File: config.mk
export PLATFORM = sky130hd
export DESIGN_NAME = lnrv_clint
export DESIGN_NICKNAME = d
export VERILOG_FILES = /design/src/rtl/lnrv_clint_pkg.sv /design/src/rtl/lnrv_clint_tick.sv /design/src/rtl/lnrv_clint.sv
export SDC_FILE = /design/constraint.sdc
export NUM_CORES = 1
export LEC_CHECK = 0
export ABC_AREA = 1
export CAP_MARGIN = 20
export CELL_PAD_IN_SITES_DETAIL_PLACEMENT = 0
export CELL_PAD_IN_SITES_GLOBAL_PLACEMENT = 1
export CORE_UTILIZATION = 44
export CTS_BUF_LIST = sky130_fd_sc_hd__clkbuf_8 sky130_fd_sc_hd__clkbuf_16
export DETAILED_ROUTE_END_ITERATION = 12
export MAX_ROUTING_LAYER = met4
export PLACE_DENSITY = 0.84
export SETUP_SLACK_MARGIN = 0.05
export SLEW_MARGIN = 5
export SYNTH_ARGS = -nofsm -noshare
export SYNTH_HDL_FRONTEND = slang
export SYNTH_SLANG_ARGS = --single-unit
File: constraint.sdc
create_clock -name clk -period 2.91 [get_ports clk]
set_input_delay 0.7275 -clock clk [delete_from_list [all_inputs] [get_ports clk]]
set_output_delay 0.7275 -clock clk [all_outputs]
set_load 0.01 [all_outputs]
File: src/rtl/lnrv_clint_pkg.sv
// Shared register offsets, reset constants and byte-merge helper for the lnrv CLINT.
package lnrv_clint_pkg;

    localparam logic [2:0] LNRV_CLINT_MSIP        = 3'd0;
    localparam logic [2:0] LNRV_CLINT_RSVD1       = 3'd1;
    localparam logic [2:0] LNRV_CLINT_MTIMECMP_LO = 3'd2;
    localparam logic [2:0] LNRV_CLINT_MTIMECMP_HI = 3'd3;
    localparam logic [2:0] LNRV_CLINT_MTIME_LO    = 3'd4;
    localparam logic [2:0] LNRV_CLINT_MTIME_HI    = 3'd5;
    localparam logic [2:0] LNRV_CLINT_CTRL        = 3'd6;

    localparam logic [63:0] LNRV_CLINT_MTIMECMP_RST = 64'hFFFF_FFFF_FFFF_FFFF;

    // Replace only the bytes whose write enable is set.
    function automatic logic [31:0] byte_merge(input logic [31:0] old_val,
                                               input logic [31:0] new_val,
                                               input logic [3:0]  wem);
        logic [31:0] res;
        for (int i = 0; i < 4; i++) begin
            res[8*i +: 8] = wem[i] ? new_val[8*i +: 8] : old_val[8*i +: 8];
        end
        return res;
    endfunction

endpackage

File: src/rtl/lnrv_clint_tick.sv
// Prescaler for mtime: counts 0..P_TICK_DIV-1 while enabled, pulses tick on the last count.
module lnrv_clint_tick #(
    parameter int unsigned P_TICK_DIV = 1
) (
    input  logic clk,
    input  logic reset_n,
    input  logic en,
    input  logic clr,
    output logic tick
);

    localparam logic [15:0] DIV_LAST = 16'(P_TICK_DIV - 1);

    logic [15:0] div_cnt_r;

    assign tick = en && (div_cnt_r == DIV_LAST);

    // Prescaler counter; an mtime write restarts the tick period.
    always_ff @(posedge clk) begin
        if (!reset_n) begin
            div_cnt_r <= 16'd0;
        end else if (clr) begin
            div_cnt_r <= 16'd0;
        end else if (tick) begin
            div_cnt_r <= 16'd0;
        end else if (en) begin
            div_cnt_r <= div_cnt_r + 16'd1;
        end else begin
            div_cnt_r <= div_cnt_r;
        end
    end

endmodule

File: src/rtl/lnrv_clint.sv
// lnrv CLINT: msip/mtimecmp/mtime/ctrl register window on the SRAM-style port.
// Optional LNRV_CLINT_DBG_STOP_EN: dbg_halt freezes the timer like tmr_en=0.
module lnrv_clint
    import lnrv_clint_pkg::*;
#(
    parameter int unsigned P_ADDR_WIDTH = 16,
    parameter int unsigned P_TICK_DIV   = 1
) (
    input  logic                    clk,
    input  logic                    reset_n,
    input  logic                    ram_cs,
    input  logic                    ram_we,
    input  logic [3:0]              ram_wem,
    input  logic [P_ADDR_WIDTH-1:0] ram_addr,
    input  logic [31:0]             ram_wdata,
    output logic [31:0]             ram_rdata,
    input  logic                    dbg_halt,
    output logic                    sft_irq,
    output logic                    tmr_irq
);

    logic        msip_r;
    logic        tmr_en_r;
    logic [63:0] mtimecmp_r;
    logic [63:0] mtime_r;
    logic [31:0] rdata_r;
    logic        tmr_irq_r;

    logic [2:0]  off_s;
    logic        wr_s;
    logic        rd_s;
    logic        wr_mtime_lo_s;
    logic        wr_mtime_hi_s;
    logic        run_s;
    logic        tick_s;
    logic [63:0] mtime_nxt_s;
    logic [31:0] rd_mux_s;
    logic        unused_s;

    assign off_s         = ram_addr[2:0];
    // An all-zero byte mask is treated as no access at all.
    assign wr_s          = ram_cs && ram_we && (ram_wem != 4'b0000);
    assign rd_s          = ram_cs && !ram_we;
    assign wr_mtime_lo_s = wr_s && (off_s == LNRV_CLINT_MTIME_LO);
    assign wr_mtime_hi_s = wr_s && (off_s == LNRV_CLINT_MTIME_HI);
    assign unused_s      = ^{dbg_halt, ram_addr};

`ifdef LNRV_CLINT_DBG_STOP_EN
    assign run_s = tmr_en_r && !dbg_halt;
`else
    assign run_s = tmr_en_r;
`endif

    lnrv_clint_tick #(
        .P_TICK_DIV (P_TICK_DIV)
    ) u_tick (
        .clk     (clk),
        .reset_n (reset_n),
        .en      (run_s),
        .clr     (wr_mtime_lo_s || wr_mtime_hi_s),
        .tick    (tick_s)
    );

    // Next mtime: a bus write to either word suppresses that cycle's increment.
    always_comb begin
        mtime_nxt_s = mtime_r;
        if (wr_mtime_lo_s) begin
            mtime_nxt_s[31:0] = byte_merge(mtime_r[31:0], ram_wdata, ram_wem);
        end else if (wr_mtime_hi_s) begin
            mtime_nxt_s[63:32] = byte_merge(mtime_r[63:32], ram_wdata, ram_wem);
        end else if (tick_s) begin
            mtime_nxt_s = mtime_r + 64'd1;
        end else begin
            mtime_nxt_s = mtime_r;
        end
    end

    // Read mux over the pre-edge register values.
    always_comb begin
        rd_mux_s = 32'd0;
        case (off_s)
            LNRV_CLINT_MSIP:        rd_mux_s = {31'd0, msip_r};
            LNRV_CLINT_MTIMECMP_LO: rd_mux_s = mtimecmp_r[31:0];
            LNRV_CLINT_MTIMECMP_HI: rd_mux_s = mtimecmp_r[63:32];
            LNRV_CLINT_MTIME_LO:    rd_mux_s = mtime_r[31:0];
            LNRV_CLINT_MTIME_HI:    rd_mux_s = mtime_r[63:32];
            LNRV_CLINT_CTRL:        rd_mux_s = {31'd0, tmr_en_r};
            default:                rd_mux_s = 32'd0;
        endcase
    end

    // Register file, read data and timer compare.
    always_ff @(posedge clk) begin
        if (!reset_n) begin
            msip_r     <= 1'b0;
            tmr_en_r   <= 1'b1;
            mtimecmp_r <= LNRV_CLINT_MTIMECMP_RST;
            mtime_r    <= 64'd0;
            rdata_r    <= 32'd0;
            tmr_irq_r  <= 1'b0;
        end else begin
            mtime_r   <= mtime_nxt_s;
            tmr_irq_r <= (mtime_r >= mtimecmp_r);
            if (rd_s) begin
                rdata_r <= rd_mux_s;
            end
            if (wr_s) begin
                case (off_s)
                    LNRV_CLINT_MSIP: begin
                        if (ram_wem[0]) msip_r <= ram_wdata[0];
                    end
                    LNRV_CLINT_MTIMECMP_LO: begin
                        mtimecmp_r[31:0] <= byte_merge(mtimecmp_r[31:0], ram_wdata, ram_wem);
                    end
                    LNRV_CLINT_MTIMECMP_HI: begin
                        mtimecmp_r[63:32] <= byte_merge(mtimecmp_r[63:32], ram_wdata, ram_wem);
                    end
                    LNRV_CLINT_CTRL: begin
                        if (ram_wem[0]) tmr_en_r <= ram_wdata[0];
                    end
                    default: begin
                    end
                endcase
            end
        end
    end

    assign ram_rdata = rdata_r;
    assign sft_irq   = msip_r;
    assign tmr_irq   = tmr_irq_r;

endmodule

* After elaboration in Yosys (flattened, before gate mapping)
Index checks and enable logic that the tools add are counted.
** Word-level totals
- Register bits :: 179
- Input port bits :: 57
- Output and inout port bits :: 34
- Logic and storage cells :: 81
** Cells by class
- Add/subtract/negate cells :: 2
- $lt $le $gt $ge :: 1
- Equal/unequal tests :: 14
- Mux-type cells :: 9
- Bitwise gates (word level) :: 2
- Reduce and logical (&&, ||, !) cells :: 32
** Operators with widths (count)
- $pmux 32 s6 :: 1
- $mux 32 :: 3
- $add 64x1->64 const B :: 1
- $ge 64x64->1 :: 1
- $mux 64 :: 1
- $reduce_and 3->1 :: 18
- $mux 8 :: 4
- $ne 2x2->1 const B :: 9
- $add 16x1->16 const B :: 1
- $logic_not 16->1 :: 1
- $eq 3x3->1 const B :: 3
- $eq 3x2->1 const B :: 2
- $logic_and 1x1->1 :: 6
- $reduce_bool 2->1 :: 2
- $reduce_bool 4->1 :: 1
- $logic_not 3->1 :: 1
- $reduce_or 3->1 :: 1
- $not 1->1 :: 2
- $logic_not 1->1 :: 1
- $logic_or 1x1->1 :: 1

* Depth between registers and ports, before layout
- Depth after elaboration :: 5
- Depth in mapped cells :: 15
- Gate-level depth less buffers :: 15

* By module
Synthesis repeated with hierarchy kept, for this count alone.
** Second synthesis, totals
- Cells, all modules :: 1909
- Area total of the unflattened synthesis :: 12041.5 um^2
** By module, submodules not included
- lnrv_clint :: instances 1, cells each 1771, area each 11124.4 um^2, sequential area each 3263.1 um^2
- lnrv_clint_tick :: instances 1, cells each 138, area each 917.1 um^2, sequential area each 320.3 um^2

* Least setup slack after synthesis
No wires, ideal clock.
- Path kind :: in2reg
- Start :: in ram_addr[0]
- End :: reg mtime_r[37]
- Setup time :: 0.115 ns
- Arrival :: 1.870 ns
- Data required time :: 2.795 ns
- Setup slack :: 0.925 ns
- Cell stages on the path :: 11
- Path buffers :: 2
- Path through :: buf_4 > nand3_4 > nor2_4 > inv_4 > nand2_2 > nand3_1 > inv_2 > buf_4 > nand3b_1 > nand2_1 > nor2_1
** On the way
- Cells in the longest elaborated chain, start to end :: 4
- Elaborated cells between the ends (all ways) :: 9
- Those cells by class :: eq/ne (3); mux (1); bitwise (1); reduce/logical (4)
** RTL lines
- from (decl) :: line lnrv_clint.sv:14 : input logic [P_ADDR_WIDTH-1:0] ram_addr,
- $eq 3x3->1, on equally long branches :: line lnrv_clint.sv:45, lnrv_clint.sv:44
- $logic_and 1x1->1, on equally long branches :: line lnrv_clint.sv:45, lnrv_clint.sv:44
- $ne 2x2->1 (no source line), or another cell as far along
- $reduce_and 3->1 (no source line)
- to (signal assigned) :: line lnrv_clint.sv:102 : mtime_r <= mtime_nxt_s;
- to (decl) :: line lnrv_clint.sv:25 : logic [63:0] mtime_r;
Several ways; a longest one is shown, not always the timed one.
A chain may end at the register's enable or synchronous reset.

* Final worst setup path
- Start :: in ram_addr[0]
- End :: reg mtime_r[62]
The elaborated chain is that of the path after synthesis.

==> summary.txt <==
Setup path
  • Worst Path Arrival: 2.88 ns
  • CP endpoint kind: register
  • Slowest stage cell, crit path: clkdlybuf4s50_1
  • Largest stage delay on the critical path: 0.65 ns
  • Launching point of the worst reg2reg path: mtime_r[31]
  • R2r worst-path depth: 11
  • CP Cell Sequence: clkdlybuf4s50_1, buf_4, nor2_8, nand3_4, buf_4, nand3_2, nor2_1, nand2_1, a21oi_1
  • CP Data Required Time: 3.28 ns
  • Reg-to-Reg End: tmr_irq
  • Most used cell, CP: buf_4
  • Largest fanout on the critical path: 26
  • Critical path class: input port to register
  • Register-to-Register Setup Slack: 0.43 ns
  • Kind of launch point of the worst setup path: input port

Global routing
  • Total routing usage reported by global routing: 0.346
  • Largest net degree at the start of global routing: 42
  • Wire length of the first global-routing pass: 70,000 µm
  • Number of antenna violations at the first check in global routing: 2
  • Overflow left after global routing: 0
  • Vias in the first global route: 11,700

Timing
  • Highest clock frequency the design can meet: 398 MHz
  • Post-Route Setup TNS: 0 ns
  • Final worst path period need: 2.51 ns
  • Total count of hold-check failures in the final report: 0
  • Final setup violation count: 0
  • Final worst path period share: 0.864
  • Transition time at the pin with the least slew margin: 0.945 ns
  • Setup repair after global routing missed its margin: no
  • Clock skew after layout: 0.0151 ns
  • Tightest slew margin relative to the limit: 0.369
  • Max-slew violations: 0

Pwr
  • Reported leakage power: 6.04 nW
  • Maximum VDD drop: 0.305 mV
  • Power density over cell area: 407 nW/µm²

Yosys
  • Flip-flop and latch count after synthesis: 179
  • Netlist area before placement: 11,800 µm²
  • Cells after synthesis: 1,886
  • Count of cell types in the netlist: 42
  • Synthesized net count: 2,010
  • Sequential area share after synthesis: 0.303
  • Average footprint of a synthesized cell: 6.27 µm²
  • Ys Warns: 0

Clocking
  • Clock tree sinks: 179
  • TritonCTS clock tree: built
  • Bufs on Longest Clock Path: 2
  • Resize count post-CTS: 0
  • H-tree level count: 4
  • Number of buffers inserted by post-CTS setup repair: 0
  • Number of buffers inserted by hold repair at cts: 0
  • Clock-pin slew reported for the worst setup and hold paths after clock tree synthesis: 0.07 ns
  • Clock buffer count from CTS: 17
  • Clk Tree Root Cell: clkbuf_16
  • Clock latency on the worst-skew pair: 0.45 ns

Run status
  • Status: finished, violations left
  • Violated checks: DRC

Route
  • Overall routed net length: 46,100 µm
  • Via count normalized by instance count: 5.55
  • DRC violations left: 5
  • Final antenna-violating net count: 0
  • Detail-routed net length per standard cell: 19.9 µm
  • Detailed router's first-iteration violation count: 1,262
  • Vias: 12,896
  • Pre-Repair DR Iteration Count: 10

Hold path
  • Count of cells along the worst hold path: 2
  • Startpoint of the worst hold path: ram_rdata[13]
  • Hold/Removal Path Class: register to register
  • End of the worst hold path: ram_rdata[13]

Placed design
  • Post-placement cell count: 2,289
  • GP Congestion: 1.01
  • Estimated wirelength of the detail-placed design: 36,100 µm
  • # port buffers: 76

Floorplanning
  • Die Area: 27,500 µm²
  • Cell Rows: 59
  • Height of the die: 166 µm
  • Initial core utilization: 0.451
  • Boundary Pins: 91
  • Chip width: 166 µm
  • Floorplan Core Area: 26,200 µm²

Final layout
  • Post-route insts no fill: 2,323
  • Share of post-route cells with drive strength above 1: 0.0650
  • Area growth from synthesis to final layout: 16.7%
  • Final nets: 2,097

Flow run
  • Max-cap check violation count: 0
==> critical path, delay by kind of cell <==
family	cells	cell delay (ns)
buffers and inverters	3	1.19
AND/OR/NAND/NOR	5	0.84
AO/OA/AOI/OAI	1	0.12
==> cells in the mapped netlist <==
cell type	count	area [µm²]
xor2_1	16	140
nand3_2	5	50.1
nand2_2	8	50.1
or2_0	1	6.26
mux2i_1	2	20.0
nor2_1	271	1020
inv_1	180	676
buf_6	3	33.8
nand2_4	2	22.5
nand3_4	3	52.6
clkinv_4	1	8.76
buf_1	3	11.3
a211oi_1	1	7.51
buf_4	4	30.0
clkinv_1	1	3.75
nand3_1	77	385
o22ai_1	1	6.26
o21a_1	1	7.51
buf_2	25	125
o2111ai_1	1	8.76
nor2_2	3	18.8
nor2_8	1	20.0
nand3b_1	13	97.6
dfxtp_1	179	3580
a21oi_1	144	721
a31oi_1	3	18.8
o21ai_0	117	586
a21oi_2	4	35.0
a21o_1	2	15.0
nand4_1	23	144
a21oi_4	1	16.3
nor2_4	3	33.8
or2_2	1	6.26
inv_4	1	6.26
nor3_1	10	50.1
xnor2_1	3	26.3
o211ai_1	76	571
o21ai_1	6	30.0
clkbuf_1	30	113
nand2_1	587	2200
inv_2	6	22.5
ha_1	67	838
==> cell usage in the layout (no fill, tap or decap), types with 16 or more instances in the layout <==
cell	count
a21oi_1	144
clkbuf_16	17
nand4_1	23
nand3_1	77
xor2_1	16
nor2_1	270
dfxtp_1	179
nand2_1	587
ha_1	67
o21ai_0	117
clkdlybuf4s50_1	75
buf_4	51
inv_1	181
o211ai_1	76
==> where the power goes <==
group,switching [mW],internal (mW),leakage [nW]
registers,0.0857,2.51,1.45
clock network,1.20,1.16,0.283
logic,0.407,0.241,4.31
==> how the worst max path moves through the flow <==
stage,to,from
final,mtime_r[62],ram_addr[0]
after global routing,mtime_r[57],ram_addr[0]
after CTS,mtime_r[57],ram_addr[0]
after detailed placement,mtime_r[59],ram_addr[0]
after global placement,mtime_r[59],ram_addr[0]
after floorplan,mtime_r[37],ram_addr[0]
==> sequential cells by signal (all words and copies together), names as in the netlist <==
register          count
sft_irq               1
mtime_r              64
mtimecmp_r           64
run_s                 1
tmr_irq               1
u_tick.div_cnt_r     16
ram_rdata            32
==> kinds of logic after synthesis <==
group / after synthesis / synth area share
AND/OR/NAND/NOR: 1008 / 0.352
AO/OA/AOI/OAI: 357 / 0.171
buffers and inverters: 254 / 0.0871
flip-flops: 179 / 0.303
adder cells (fa/ha/maj): 67 / 0.0709
XOR/XNOR: 19 / 0.0141
multiplexers: 2 / 0.00169
==> layout make-up <==
type                       count  area (µm²)
fill                        2774       12400
multi-input combinational   1453        7210
sequential                   179        3580
timing repair buffer         133        1270
inverter                     189         717
clock buffer                  18         439
tap                          335         419
clock inverter                14         145
antenna                        2        5.00
==> metrics by stage <==
step / hold WS (ns) / setup slack [ns] / power, mW / cell area (µm²) / util
CTS: 0.465 / 0.459 / 5.61 / 13800 / 0.526
global route: 0.485 / 0.264 / 5.80 / 13800 / 0.526
floorplan: 0.446 / 0.925 / 2.97 / 11800 / -
finish: 0.465 / 0.396 / 5.61 / 13800 / 0.526
global placement: 0.450 / 0.0271 / 3.28 / 13200 / 0.504
detailed placement: 0.454 / 0.0115 / 3.28 / 13200 / 0.504
==> routing by layer <==
| metal | up-vias | GRT usage | share of wire |
|---|---|---|---|
| li1 | 6314 | - | - |
| met1 | 6031 | 0.471 | 0.46 |
| met2 | 487 | 0.537 | 0.45 |
| met3 | 64 | 0.0474 | 0.073 |
| met4 | 0 | 0.0931 | 0.023 |
| met5 | - | - | 0 |
Power figures use the tool's default switching activity.
==> edit 1, RTL diff (config.mk and constraints unchanged) <==
Put one more register stage on the output `ram_rdata`, with the module's reset. The value now appears one clock later. The other outputs are not delayed to match.
--- a/src/rtl/lnrv_clint.sv
+++ b/src/rtl/lnrv_clint.sv
@@ -125,7 +125,13 @@
         end
     end
 
-    assign ram_rdata = rdata_r;
+    always_ff @(posedge clk) begin
+        if (!reset_n) begin
+            ram_rdata <= '0;
+        end else begin
+            ram_rdata <= rdata_r;
+        end
+    end
     assign sft_irq   = msip_r;
     assign tmr_irq   = tmr_irq_r;
 
Formal check against the unedited RTL: not equivalent (Yosys sat finds a counterexample within 4 cycles, from zero or initial values and one cycle with reset_n low).
==> edit 1 against the unedited design <==
- setup slack got worse by 0.048 ns
- power increased by 19%
- via count increased by 0.18%
- routed wire length decreased by 3.5%
- cell area increased by 5.7%
- final cell count increased by 1.9%
- area after synthesis increased by 5.4%
- first-iteration DRC count decreased by 5.2%
- die area increased by 5.3%
- core utilization decreased by 0.13 points
- register-to-register slack improved by 0.17 ns
- clock power increased by 26%
- sequential cell count increased by 32
- maximum frequency decreased by 1.9%
==> edit 1: results (changes against the unedited design) <==
[critical_path]
slowest_delay_ns=0.61  ; was 0.65 ns
worstPathArrival_ns=2.98  ; was 2.88 ns
r2r_slack_ns=0.60  ; was 0.43 ns
rr_worst_depth=9  ; was 11
crit_fanout=11  ; was 26

[drt]
drtIter0Drc=1197  ; was 1262
dr.pass1.iters=7  ; was 10
wl_met1_mm=20.8  ; was 21.2 mm
viasPerCell=5.46  ; was 5.55
routed-wl-met2_mm=18.8  ; was 20.5 mm
post_drt_wl_per_cell_um=18.8  ; was 19.9 um
wl_met3_mm=3.60  ; was 3.39 mm

[power]
peakVddDrop_mv=0.331  ; was 0.305 mV
p_leak_nw=6.71  ; was 6.04 nW
power_mw=6.67  ; was 5.61 mW
power_switching_share=0.261  ; was 0.302
pg_seq_mw=3.06  ; was 2.60 mW

[yosys]
ys_top_cells_by_count=532 x nand2_1, 264 x nor2_1, 231 x inv_1  ; was 587 x nand2_1, 271 x nor2_1, 180 x inv_1
ys_seq_area_frac=0.339  ; was 0.303
syn_nets=2014  ; was 2010
yosysUniqueCellTypes=41  ; was 42
ys.flop_type=dfxtp_1  ; unchanged
synthTopCellsByArea=dfxtp_1 34%, nand2_1 16%, nor2_1 8.0%, inv_1 7.0%, ha_1 6.7%  ; was dfxtp_1 30%, nand2_1 19%, nor2_1 8.6%, ha_1 7.1%, a21oi_1 6.1%

[hold_path]
hold-path-endpoint=ram_rdata[24]  ; was ram_rdata[13]
hp-start=rdata_r[24]  ; was ram_rdata[13]

[place]
dpl.hpwl_mm=34.1  ; was 36.1 mm
post-place-cells=2326  ; was 2289
postPlaceCellArea_um2=13800  ; was 13200 um^2
dp_slack_ns=-0.115  ; was 0.0115 ns
gp_congestion=0.981  ; was 1.01

[timing]
hold_ws_ns=0.426  ; was 0.465 ns
clock_skew_ns=0.00814  ; was 0.0151 ns
tightest_slew_ns=0.771  ; was 0.945 ns

[clock_network]
cts.path.max_buffers=3  ; was 2
h-tree-depth=1  ; was 4
numCtsBuffers=24  ; was 17

[grt]
grt_max_degree=72  ; was 42
grt_util_met2=0.466  ; was 0.537
grt.met1_usage=0.445  ; was 0.471
grt.total_usage=0.318  ; was 0.346
grt_pass1_wl_mm=67.8  ; was 70.0 mm
grt_pass1_vias=11740  ; was 11700
use_met3=0.0572  ; was 0.0474

[finish]
finalNetCount=2098  ; was 2097
layoutNonFillerInstCount=2366  ; was 2323
drive_above_1_share=0.0578  ; was 0.0650

[status]
status=complete, no violations  ; was finished with violations

==> edit 1: cell count changes in the layout (fill, tap and decap cells not counted), moves of 12 or more <==
cell and delta:
o211ai_1 -13, o21ai_0 -49, inv_1 +55, nand3_1 +12, a21oi_1 -53, o22ai_1 +63
dfxtp_1 +32, a221oi_1 +31, nand2_1 -55
==> edit 1: kinds of logic (layout without fill, tap and decap cells) <==
family          Yosys count  in the layout  share of synthesized area
compound gates          322            322                      0.159
mux                       2              2                    0.00161
xor+xnor                 21             21                     0.0148
flops                   211            211                      0.339
fa+ha+maj                67             67                     0.0673
simple gates            963            963                      0.322
buf+inv                 304            402                     0.0966
==> edit 1: how the worst max path moves through the flow <==
| stage | from | to | slack [ns] | cells past startpoint |
|---|---|---|---|---|
| after floorplan | ram_addr[1] | mtime_r[14] | 0.93 | 9 |
| after global placement | ram_addr[2] | rdata_r[28] | -0.09 | 8 |
| after detailed placement | ram_addr[2] | rdata_r[28] | -0.12 | 8 |
| after CTS | ram_addr[2] | rdata_r[28] | 0.44 | 8 |
| after global routing | ram_addr[2] | rdata_r[28] | 0.27 | 8 |
| final | ram_addr[2] | rdata_r[28] | 0.35 | 8 |
==> edit 1: worst reg2reg max path, delay by kind of cell (launching register included) <==
family	cells	cell delay [ns]
flops	1	0.53
simple gates	9	1.68
==> edit 1: layout make-up <==
class	instances	area, um^2	share of cell area
multi-input cells	1375	7030	0.482
flip-flops and latches	211	4220	0.290
repair buffers	125	1210	0.0832
inverters	237	890	0.0610
clock buffers	26	628	0.0431
well taps	378	473	0.0324
clock inverters	14	125	0.00858
==> edit 2, RTL diff (same settings) <==
Made on the original files. The output `tmr_irq` loses its register stage (`tmr_irq_r` becomes a continuous assignment).
--- a/src/rtl/lnrv_clint.sv
+++ b/src/rtl/lnrv_clint.sv
@@ -97,10 +97,8 @@
             mtimecmp_r <= LNRV_CLINT_MTIMECMP_RST;
             mtime_r    <= 64'd0;
             rdata_r    <= 32'd0;
-            tmr_irq_r  <= 1'b0;
         end else begin
             mtime_r   <= mtime_nxt_s;
-            tmr_irq_r <= (mtime_r >= mtimecmp_r);
             if (rd_s) begin
                 rdata_r <= rd_mux_s;
             end
@@ -125,6 +123,8 @@
         end
     end
 
+    assign tmr_irq_r = (mtime_r >= mtimecmp_r);
+
     assign ram_rdata = rdata_r;
     assign sft_irq   = msip_r;
     assign tmr_irq   = tmr_irq_r;
Check against the original RTL: not equivalent (Yosys sat finds a counterexample within 4 cycles, from zero or initial values and one cycle with reset_n low).
==> edit 2 against the unedited design <==
- the flow still finishes with violations (design-rule violations)
- area after synthesis fell by 0.76%
- cell area up 5.4%
- count of clock-buffer cells in the layout unchanged
- sequential cell count down 1
- core utilization grew 3.0 points
- power rose by 3.9%
- routed wire length down 5.9%
- via count fell by 1.8%
- maximum frequency down 12%
- synthesized cell count down 1.7%
- setup slack got worse by 0.34 ns
- register-to-register slack gained 0.04 ns
- critical path type is now reg -> out
- largest power group unchanged
==> edit 2: results (changes against the unedited design) <==
[drt]
wirelength_mm=43.4  ; was 46.1 mm
drtIter0Drc=1133  ; was 1262
viasPerCell=5.40  ; was 5.55
drc=6  ; was 5
dr.pass1.iters=11  ; was 10

[timing]
clock_skew_ns=0.0177  ; was 0.0151 ns
relSlewSlack=0.590  ; was 0.369
max_freq_mhz=351  ; was 398 MHz

[yosys]
synthTopCellsByArea=dfxtp_1 30%, nand2_1 18%, nor2_1 7.9%, ha_1 7.1%, a21oi_1 6.6%  ; was dfxtp_1 30%, nand2_1 19%, nor2_1 8.6%, ha_1 7.1%, a21oi_1 6.1%
ys_seq_area_frac=0.304  ; was 0.303
synth_top_cell_area_share=0.304  ; was 0.303
syn_nets=1977  ; was 2010
yosysUniqueCellTypes=42  ; unchanged
syn-instance-count=1853  ; was 1886
ys_top_cells_by_count=573 x nand2_1, 246 x nor2_1, 178 x dfxtp_1  ; was 587 x nand2_1, 271 x nor2_1, 180 x inv_1
synth_edf_count=0  ; unchanged
ys.flop_type=dfxtp_1  ; unchanged
yosys_warnings=0  ; unchanged

[power]
peakVddDrop_mv=0.302  ; was 0.305 mV
p_leak_nw=6.19  ; was 6.04 nW

[critical_path]
crit_fanout=2  ; was 26
r2r_end=mtime_r[58]  ; was tmr_irq
rr_startpoint=mtime_r[1]  ; was mtime_r[31]
crit_end=tmr_irq  ; was mtime_r[62]
crit_path_start=mtime_r[26]  ; was ram_addr[0]
r2r_slack_ns=0.47  ; was 0.43 ns
worstPathArrival_ns=2.12  ; was 2.88 ns

[finish]
num_antenna_cells=0  ; was 2
drive_above_1_share=0.139  ; was 0.0650
layoutNonFillerInstCount=2346  ; was 2323
finalNetCount=2122  ; was 2097

[grt]
grt_pass1_wl_mm=66.0  ; was 70.0 mm
grt_pass1_vias=11771  ; was 11700
grt.total_usage=0.332  ; was 0.346
grt_max_degree=92  ; was 42
antenna_found_initial=0  ; was 2

[clock_network]
cts.path.max_buffers=2  ; unchanged
clock_latency_ns=0.45  ; about the same
clock-root-buffer=clkbuf_16  ; unchanged
numCtsBuffers=17  ; unchanged
clk_pin_slew_worst_paths_ns=0.08

[place]
dp_slack_ns=0.0270  ; was 0.0115 ns
dpl.hpwl_mm=32.3  ; was 36.1 mm
portBuffers=76  ; unchanged
gp_congestion=0.984  ; was 1.01

[status]
status=finished with violations  ; unchanged
violations=design-rule violations  ; unchanged

[hold_path]
hold_path.class=reg -> reg  ; unchanged

-- edit 2: layer usage --
metal | routed length [um] | track usage
met1 | 19000 | 0.429
met3 | 3000 | 0.0495
met2 | 20100 | 0.526
met4 | 1230 | 0.114
met5 | 0 | -
-- edit 2: area by class of cell --
| cell class | instances | area, um^2 |
|---|---|---|
| Clock inverter | 14 | 186 |
| Clock buffer | 18 | 439 |
| Tap cell | 335 | 419 |
| Multi-Input combinational cell | 1432 | 7580 |
| Inverter | 183 | 692 |
| Timing Repair Buffer | 186 | 1630 |
| Sequential cell | 178 | 3580 |
| Fill cell | 2687 | 11600 |
-- edit 2: cell families after synthesis --
group / after synthesis / share of synthesized area
flip-flops: 178 / 0.304
XOR/XNOR: 30 / 0.0224
multiplexers: 2 / 0.00171
AO/OA/AOI/OAI: 355 / 0.168
buffers and inverters: 243 / 0.0847
adder cells (fa/ha/maj): 67 / 0.0715
AND/OR/NAND/NOR: 978 / 0.348
-- edit 2: metrics by stage --
step	util	area [um^2]
2_1_floorplan	-	11700
3_5_place_dp	0.514	13400
4_1_cts	0.544	14200
3_3_place_gp	0.514	13400
6_report	0.556	14500
5_1_grt	0.556	14500
-- edit 2: repair_timing --
action / CTS / global route
setup buffers: 0 / 5
cloned: 0 / 0
pin swaps: 13 / 31
setup endpoints to repair: 1 / 1
gates resized for setup: 40 / 58
-- edit 2: where the power goes --
group	switching, mW	internal [mW]
sequential	0.0506	2.50
combinational	0.472	0.299
clock	1.23	1.27
-- edit 2: how the worst min path moves through the flow --
stage | from | endpoint | slack, ns | depth (start not counted)
after global routing | ram_rdata[23] | ram_rdata[23] | 0.49 | 2
after global placement | ram_rdata[3] | ram_rdata[3] | 0.45 | 2
after CTS | ram_rdata[4] | ram_rdata[4] | 0.47 | 2
after floorplan | mtimecmp_r[19] | mtimecmp_r[19] | 0.45 | 2
after detailed placement | ram_rdata[18] | ram_rdata[18] | 0.46 | 2
final | ram_rdata[4] | ram_rdata[4] | 0.46 | 2
-- edit 2: worst max-delay path, cell delays in order (launching register included) --
cell      delay (ns)
dfxtp_1         0.34
ha_1            0.31
nand2_2         0.10
o21ai_1         0.11
nand2_1         0.10
o211ai_1        0.21
a21oi_2         0.18
nand2_2         0.07
nand2_1         0.06
nand2_1         0.05
buf_2           0.13
